### config.mk
export PLATFORM = sky130hd
export DESIGN_NAME = deque_flat
export DESIGN_NICKNAME = d
export VERILOG_FILES = /design/src/rtl/deque_if.sv /design/src/rtl/deque.sv /design/src/flat_wrapper.sv
export SDC_FILE = /design/constraint.sdc
export NUM_CORES = 1
export LEC_CHECK = 0
export CAP_MARGIN = 20
export CORE_MARGIN = 10
export CORE_UTILIZATION = 50
export CTS_BUF_LIST = sky130_fd_sc_hd__clkbuf_2 sky130_fd_sc_hd__clkbuf_4 sky130_fd_sc_hd__clkbuf_8
export DETAILED_ROUTE_END_ITERATION = 12
export PLACE_DENSITY = 0.75
export RECOVER_POWER = 100
export REMOVE_ABC_BUFFERS = 1
export SYNTH_ARGS = -nofsm -noshare
export SYNTH_HDL_FRONTEND = slang
export SYNTH_SLANG_ARGS = --single-unit
### constraint.sdc
create_clock -name clk -period 6.5 [get_ports clk]
set_input_delay 1.625 -clock clk [delete_from_list [all_inputs] [get_ports clk]]
set_output_delay 1.625 -clock clk [all_outputs]
set_load 0.1 [all_outputs]
### src/rtl/deque_if.sv
// rtl/deque_if.sv - select/request/data bundle between a bus master and the deque
interface deque_if #(
  parameter int WORDS = 16
);
  localparam int AW = $clog2(WORDS);

  logic          deque_select;
  logic          push_front;
  logic          pop_front;
  logic          push_back;
  logic          pop_back;
  logic [7:0]    data_front_in;
  logic [7:0]    data_back_in;
  logic [7:0]    data_front_out;
  logic [7:0]    data_back_out;
  logic [AW:0]   count;
  logic          empty;
  logic          full;

  modport master (
    output deque_select, push_front, pop_front, push_back, pop_back,
    output data_front_in, data_back_in,
    input  data_front_out, data_back_out, count, empty, full
  );

  modport slave (
    input  deque_select, push_front, pop_front, push_back, pop_back,
    input  data_front_in, data_back_in,
    output data_front_out, data_back_out, count, empty, full
  );
endinterface

### src/rtl/deque.sv
// rtl/deque.sv - byte-wide double-ended queue on a circular buffer, push/pop at both ends
module deque #(
  parameter int ADDR  = 0,
  parameter int WORDS = 16
) (
  input  logic   clk,
  input  logic   rst_n,
  deque_if.slave bus
);
  localparam int          AW       = $clog2(WORDS);
  localparam logic [AW:0] FULL_CNT = (AW+1)'(WORDS);
  localparam logic [31:0] ADDR_W   = ADDR;

  logic [AW-1:0] head_q, head_d;
  logic [AW-1:0] tail_q, tail_d;
  logic [AW:0]   count_q, count_d;
  logic [7:0]    mem_q [WORDS];
  logic [7:0]    mem_d [WORDS];

  logic          sel;
  logic          fpush, fpop, bpush, bpop;
  logic [AW:0]   mid;
  logic [AW-1:0] tail_m1;

  assign sel     = ({31'b0, bus.deque_select} == ADDR_W);
  assign tail_m1 = tail_q - AW'(1);

  // Front end is resolved first; the back end sees the post-front occupancy.
  always_comb begin
    fpush   = sel & bus.push_front & (count_q < FULL_CNT);
    fpop    = sel & bus.pop_front & ~bus.push_front & (count_q != '0);
    mid     = count_q + {{AW{1'b0}}, fpush} - {{AW{1'b0}}, fpop};
    bpush   = sel & bus.push_back & (mid < FULL_CNT);
    bpop    = sel & bus.pop_back & ~bus.push_back & (mid != '0);
    count_d = mid + {{AW{1'b0}}, bpush} - {{AW{1'b0}}, bpop};

    head_d = head_q;
    tail_d = tail_q;
    mem_d  = mem_q;

    if (fpush) begin
      head_d        = head_q - AW'(1);
      mem_d[head_d] = bus.data_front_in;
    end else if (fpop) begin
      head_d = head_q + AW'(1);
    end

    if (bpush) begin
      mem_d[tail_q] = bus.data_back_in;
      tail_d        = tail_q + AW'(1);
    end else if (bpop) begin
      tail_d = tail_m1;
    end
  end

  always_ff @(posedge clk or negedge rst_n) begin
    if (!rst_n) begin
      head_q  <= '0;
      tail_q  <= '0;
      count_q <= '0;
      for (int i = 0; i < WORDS; i++) mem_q[i] <= '0;
    end else begin
      head_q  <= head_d;
      tail_q  <= tail_d;
      count_q <= count_d;
      mem_q   <= mem_d;
    end
  end

  assign bus.data_front_out = (sel && count_q != '0) ? mem_q[head_q]  : 8'h00;
  assign bus.data_back_out  = (sel && count_q != '0) ? mem_q[tail_m1] : 8'h00;
  assign bus.count          = count_q;
  assign bus.empty          = (count_q == '0);
  assign bus.full           = (count_q == FULL_CNT);
endmodule

### src/flat_wrapper.sv
// flat-port wrapper written by rule: the top's interface ports become plain ports
module deque_flat 
#(
  parameter int ADDR  = 0,
  parameter int WORDS = 16
)
  (clk, rst_n, bus_deque_select, bus_push_front, bus_pop_front, bus_push_back, bus_pop_back, bus_data_front_in, bus_data_back_in, bus_data_front_out, bus_data_back_out, bus_count, bus_empty, bus_full);
  deque_if #(.WORDS(WORDS)) bus_i ();
  input  logic clk;
  input  logic rst_n;
  input wire logic [$bits(bus_i.deque_select)-1:0] bus_deque_select;
  input wire logic [$bits(bus_i.push_front)-1:0] bus_push_front;
  input wire logic [$bits(bus_i.pop_front)-1:0] bus_pop_front;
  input wire logic [$bits(bus_i.push_back)-1:0] bus_push_back;
  input wire logic [$bits(bus_i.pop_back)-1:0] bus_pop_back;
  input wire logic [$bits(bus_i.data_front_in)-1:0] bus_data_front_in;
  input wire logic [$bits(bus_i.data_back_in)-1:0] bus_data_back_in;
  output wire logic [$bits(bus_i.data_front_out)-1:0] bus_data_front_out;
  output wire logic [$bits(bus_i.data_back_out)-1:0] bus_data_back_out;
  output wire logic [$bits(bus_i.count)-1:0] bus_count;
  output wire logic [$bits(bus_i.empty)-1:0] bus_empty;
  output wire logic [$bits(bus_i.full)-1:0] bus_full;
  assign bus_i.deque_select = bus_deque_select;
  assign bus_i.push_front = bus_push_front;
  assign bus_i.pop_front = bus_pop_front;
  assign bus_i.push_back = bus_push_back;
  assign bus_i.pop_back = bus_pop_back;
  assign bus_i.data_front_in = bus_data_front_in;
  assign bus_i.data_back_in = bus_data_back_in;
  assign bus_data_front_out = bus_i.data_front_out;
  assign bus_data_back_out = bus_i.data_back_out;
  assign bus_count = bus_i.count;
  assign bus_empty = bus_i.empty;
  assign bus_full = bus_i.full;
  deque #(.ADDR(ADDR), .WORDS(WORDS)) u_core (.clk(clk), .rst_n(rst_n), .bus(bus_i));
endmodule
==> results.md, run 1 <==
- The run finished, with violations left.
- The final reports fail on max-capacitance violations, max-slew violations.
- In this run switching power makes up approximately 50% of total power.
- The count of final max-slew check failures is approximately 150.
- For this run, the register share of the synthesized area comes to between 30% and 40%.
- The met2 usage is 34.4%.
- The final cell count without fillers is around 1200.
- The mapped cell area is 9810 µm².
- The total inserted antenna cells is 0.
- The filler cells instantiated in the layout total about 1700.
- Combinational logic burns a little over three fifths of the power.
- TritonCTS built the clock tree.
- In this run the number of H-tree levels came out at 4.
- The minimum setup slack after placement is around 290 ps.
- Headroom to the max-slew limit came out at -182%.
- In this run the tool buffered the top-level ports with 45 buffer cells.
- Of the cells placed in the final design, the portion with a size suffix greater than 1 is 16.5%.
- The kind of start point of the critical path is a flip-flop.
- The ratio of final minimum period to clock period is about 94%.
- In the routed design, unresolved DRC markers number 0.
- The path type of the worst setup path is reg -> out.
- The clock latency on the worst-skew pair is about 460 ps.
- The number of cells on the worst reg-to-reg path is 15.
- Setup repair after global routing left no endpoint under its margin.
- The worst endpoint required time is 4880 ps.
- At the end of routability-driven placement, the weighted congestion stood at about 0.9.
- The maximum operating frequency is 164 MHz.
- The starting density of the core is between 50% and 60%.
- The worst register-to-register path ends at u_core.mem_q[73].
- In the synthesized netlist the dominant register cell turns out to be sky130_fd_sc_hd__dfrtp_1.
- Summed over all nets, the switching power comes to 0.00332 W.
- Yosys printed 0 warnings.
- The I/O pin count is 46.
- The routed layout has 7797 vias.
- The synthesized-area fraction occupied by xor and xnor cells is under 10%.
- In this run, synthesis produced a sequential element count of ~140.
- The root buffer cell is sky130_fd_sc_hd__clkbuf_8.
- For this run, the post-layout net count is ~960.
- The number of global-route vias before repair was approximately 7600.
- The post-route total power is ~0.0066 W.
- The worst setup margin is about 420 ps.
- The clock network burns 11.1% of the power.
- The count of hold buffers inserted by post-cts repair is 0.
- Once the clock tree was built, the resizer swapped 0 gates to a different size.
- The min-delay analysis places its worst path in the category reg -> reg.
- The global-route track usage on met3 is 4.76%.
- The core region area is 19400 µm².
- In this run the worst path has a maximum fanout of 26.
- The synthesized design contains 0 enable-type register cells.
- The hold violation count in the final report was 0.
- The overall overflow remaining after global route is 0.
- The reg-to-reg critical path startpoint is u_core.bus.count[3].
- The combined global-route utilization of all metal layers is between 20 and 25%.
- The worst setup path is captured at a primary output.
- The floorplan step defined a die boundary enclosing about 26000 µm².
- Among the stages of the critical path, the cell type that occurs most often is sky130_fd_sc_hd__clkbuf_2.
- Summed over all cells, the static leakage comes to between 4 and 5 nW.
- STA puts the critical path data arrival time at 4450 ps.
- Cell internal power was estimated by the tool at about 0.0033 W.
- The combinational family with the most area after synthesis is multiplexers.
- After synthesis, the share of cell area in mux cells is between 30% and 40%.
- The worst setup path startpoint is u_core.tail_q[0].
- The clock-pin slew on the worst setup and hold paths is 80 ps.
- For this design, the sink count on the clock tree is around 140.
- The detailed-routing iteration count for the pre-antenna-repair pass is 8.
- After detailed routing, the total wire length is 29000 µm.
- The detailed-route vias per instance is 6.54.
- The initial antenna violation count was 0.
- The met1 global-route usage is 30.7%.
- On the final layout, the worst clock skew is between 15 and 20 ps.
- The routed design could run at a clock period as short as between 6000 and 7000 ps.
- The worst stage delay on the critical path is approximately 1100 ps.
- The horizontal die dimension is 160 µm.
- The number of buffers inserted to repair setup after CTS is 0.
- Entering global routing, the biggest net connects a little over 90 pins.
- The synthesis-to-finish area growth is 8.35%.
- The total power per unit cell area is slightly above 600 nW/µm².
- Dividing the detail-routed wire length by the instance count gives roughly 24 µm.
- The master of the slowest instance on the critical path is sky130_fd_sc_hd__ha_1.
- Of the total synthesized cell area, the portion taken by AND, OR, NAND and NOR gates is 10.4%.
- The number of standard-cell rows in the floorplan is 51.
- The synthesized area divided by synthesized cell count is between 10 and 15 µm².
- The fraction of synthesis flops using an asynchronous set or reset pin is 100%.
- Sequential cells account for between 20% and 30% of the total power.
- Setup slack on the worst reg-to-reg path comes out at between 1000 and 1500 ps.
- In this run the remaining antenna-violating nets after routing total 0.
- In this run the worst setup path terminates at bus_data_back_out[6].
- The final setup violation count is 0.
- The number of different library cells in the post-synthesis netlist is 56.
- Walking the worst path, the cells encountered are clkbuf_2 > inv_1 > ha_1 > nand2_1 > o22ai_1 > nor2_1 > a21oi_1 > clkbuf_2.
- The worst vdd rail ir drop is about 380 µV.
- The detailed router's first-iteration violation count is approximately 1000.
- The most used routing layer is met2.
- The first global-routing pass estimated 45300 µm of wire.
- The actual transition at the worst max-transition pin is around 4200 ps.
- The HPWL after detailed placement is 20400 µm.
- Counting tap cells, the placed design contains a total of ~1200 instances.
- Summing the areas of all compound-gate instances in the mapped netlist gives 11.6% of the synthesized area.
- Of the total synthesized cell area, the portion taken by full adders, half adders and majority gates is 3.09%.
- Clock tree synthesis inserted a total of 17 buffers.
- The die boundary height is approximately 160 µm.
- The buffer depth of the longest clock path is 2.
- Synthesis produced a netlist whose cell count is 900.
- Max-cap violations in this run came to 5.
## power by group through the flow
stage	registers, W	logic [W]	clock network [W]
finish	0.00172	0.00413	0.000733
CTS	0.00170	0.00420	0.000737
floorplan	0.00177	0.00312	0
global route	0.00177	0.00439	0.000779
detailed placement	0.00171	0.00418	0
global placement	0.00169	0.00410	0
## stage by stage
step / setup TNS [ps] / area, µm² / hold slack [ps] / util [%]
finish: 0 / 10600 / 595 / 54.8
detailed placement: 0 / 10400 / 572 / 53.6
global route: 0 / 10600 / 612 / 54.8
global placement: 0 / 10400 / 553 / 53.6
CTS: 0 / 10800 / 590 / 55.6
floorplan: -134060 / 9510 / 537 / -
## synthesized netlist by cell type (2+ instances only)
cell,count,share of area [%]
sky130_fd_sc_hd__a211oi_1,15,1.1
sky130_fd_sc_hd__a21boi_0,2,0.15
sky130_fd_sc_hd__a21o_1,5,0.38
sky130_fd_sc_hd__a21oi_1,62,3.2
sky130_fd_sc_hd__a2bb2oi_1,24,2.1
sky130_fd_sc_hd__and2_1,6,0.38
sky130_fd_sc_hd__and3_1,4,0.26
sky130_fd_sc_hd__and3b_1,2,0.18
sky130_fd_sc_hd__and4bb_2,3,0.38
sky130_fd_sc_hd__buf_1,4,0.15
sky130_fd_sc_hd__buf_2,26,1.3
sky130_fd_sc_hd__buf_4,4,0.31
sky130_fd_sc_hd__clkbuf_1,29,1.1
sky130_fd_sc_hd__dfrtp_1,141,36
sky130_fd_sc_hd__fa_1,2,0.41
sky130_fd_sc_hd__ha_1,21,2.7
sky130_fd_sc_hd__inv_1,26,0.99
sky130_fd_sc_hd__mux2_2,35,4.0
sky130_fd_sc_hd__mux2i_1,187,19
sky130_fd_sc_hd__mux4_2,42,9.6
sky130_fd_sc_hd__nand2_1,52,2.0
sky130_fd_sc_hd__nand2b_1,9,0.57
sky130_fd_sc_hd__nand3_1,3,0.15
sky130_fd_sc_hd__nand3_2,3,0.31
sky130_fd_sc_hd__nand4_2,8,1.0
sky130_fd_sc_hd__nand4b_1,2,0.18
sky130_fd_sc_hd__nor2_1,68,2.6
sky130_fd_sc_hd__nor2b_1,7,0.45
sky130_fd_sc_hd__nor3_1,4,0.20
sky130_fd_sc_hd__nor3_4,4,0.66
sky130_fd_sc_hd__nor3b_1,2,0.15
sky130_fd_sc_hd__nor4b_1,2,0.18
sky130_fd_sc_hd__o21ai_0,12,0.61
sky130_fd_sc_hd__o21ai_1,4,0.20
sky130_fd_sc_hd__o22ai_1,35,2.2
sky130_fd_sc_hd__o2bb2ai_1,8,0.71
sky130_fd_sc_hd__or2_2,2,0.13
sky130_fd_sc_hd__xnor2_1,12,1.1
sky130_fd_sc_hd__xnor2_2,2,0.33
sky130_fd_sc_hd__xor2_1,5,0.45
## layer usage
metal  part of all wire [%]  vias to the layer above
met5                      0                        -
met1                     42                     3954
met2                     47                      431
met3                    9.0                       41
met4                    1.6                        0
li1                       -                     3371
## layout make-up
type | instances | area [µm²] | area share [%]
clock buffers | 20 | 263 | 2.47
clock inverters | 11 | 135 | 1.27
inverters | 27 | 101 | 0.954
multi-input cells | 667 | 5780 | 54.4
flip-flops and latches | 141 | 3530 | 33.2
well taps | 265 | 332 | 3.12
repair buffers | 61 | 487 | 4.58
## cells by family (layout without fill, tap and decap cells)
logic type               Yosys count  count (layout)
flip-flops                       141             141
adder cells (fa/ha/maj)           23              23
AO/OA/AOI/OAI                    173             173
AND/OR/NAND/NOR                  187             187
multiplexers                     265             265
buffers and inverters             92             119
XOR/XNOR                          19              19
## registers in the layout (all words and copies together), names as in the netlist
register and cells:
u_core.mem_q 128, u_core.tail_q 4, u_core.bus.count 5, u_core.head_q 4
## how the worst min path moves through the flow
stage,depth (start not counted),startpoint,end
after global routing,2,u_core.mem_q[123],u_core.mem_q[123]
after detailed placement,2,u_core.mem_q[93],u_core.mem_q[93]
after floorplan,2,u_core.mem_q[80],u_core.mem_q[80]
after CTS,2,u_core.mem_q[93],u_core.mem_q[93]
after global placement,2,u_core.mem_q[74],u_core.mem_q[74]
final,2,u_core.mem_q[93],u_core.mem_q[93]
## worst max-delay path, delay by kind of cell, from the launching register on
family	cells	cell delay, ps
compound gates	2	550
buf+inv	3	1470
fa+ha+maj	1	1110
simple gates	2	540
flops	1	330
## layout by cell type, fill, tap and decap left out, types with 8 or more instances in the layout
| master | Yosys | final |
|---|---|---|
| sky130_fd_sc_hd__clkbuf_8 | 0 | 18 |
| sky130_fd_sc_hd__mux4_2 | 42 | 42 |
| sky130_fd_sc_hd__clkbuf_2 | 1 | 11 |
| sky130_fd_sc_hd__mux2i_1 | 187 | 187 |
| sky130_fd_sc_hd__nand2_1 | 52 | 52 |
| sky130_fd_sc_hd__a21oi_1 | 62 | 62 |
| sky130_fd_sc_hd__inv_1 | 26 | 26 |
| sky130_fd_sc_hd__buf_4 | 4 | 17 |
| sky130_fd_sc_hd__dfrtp_1 | 141 | 141 |
| sky130_fd_sc_hd__a2bb2oi_1 | 24 | 24 |
| sky130_fd_sc_hd__a211oi_1 | 15 | 15 |
| sky130_fd_sc_hd__o2bb2ai_1 | 8 | 8 |
| sky130_fd_sc_hd__nor2_1 | 68 | 68 |
| sky130_fd_sc_hd__nand2b_1 | 9 | 9 |
| sky130_fd_sc_hd__xnor2_1 | 12 | 13 |
| sky130_fd_sc_hd__o21ai_0 | 12 | 12 |
| sky130_fd_sc_hd__ha_1 | 21 | 21 |
| sky130_fd_sc_hd__mux2_2 | 35 | 35 |
| sky130_fd_sc_hd__o22ai_1 | 35 | 35 |
| sky130_fd_sc_hd__clkdlybuf4s50_1 | 0 | 21 |
| sky130_fd_sc_hd__nand4_1 | 1 | 9 |
Power figures use the tool's default switching activity.
==> run 2: changes to the inputs <==
ABC_CLOCK_PERIOD_IN_PS = 6500   (was not set)
==> results of run 2 <==
No change in the layout: final DEF, timing and power equal those of run 1.
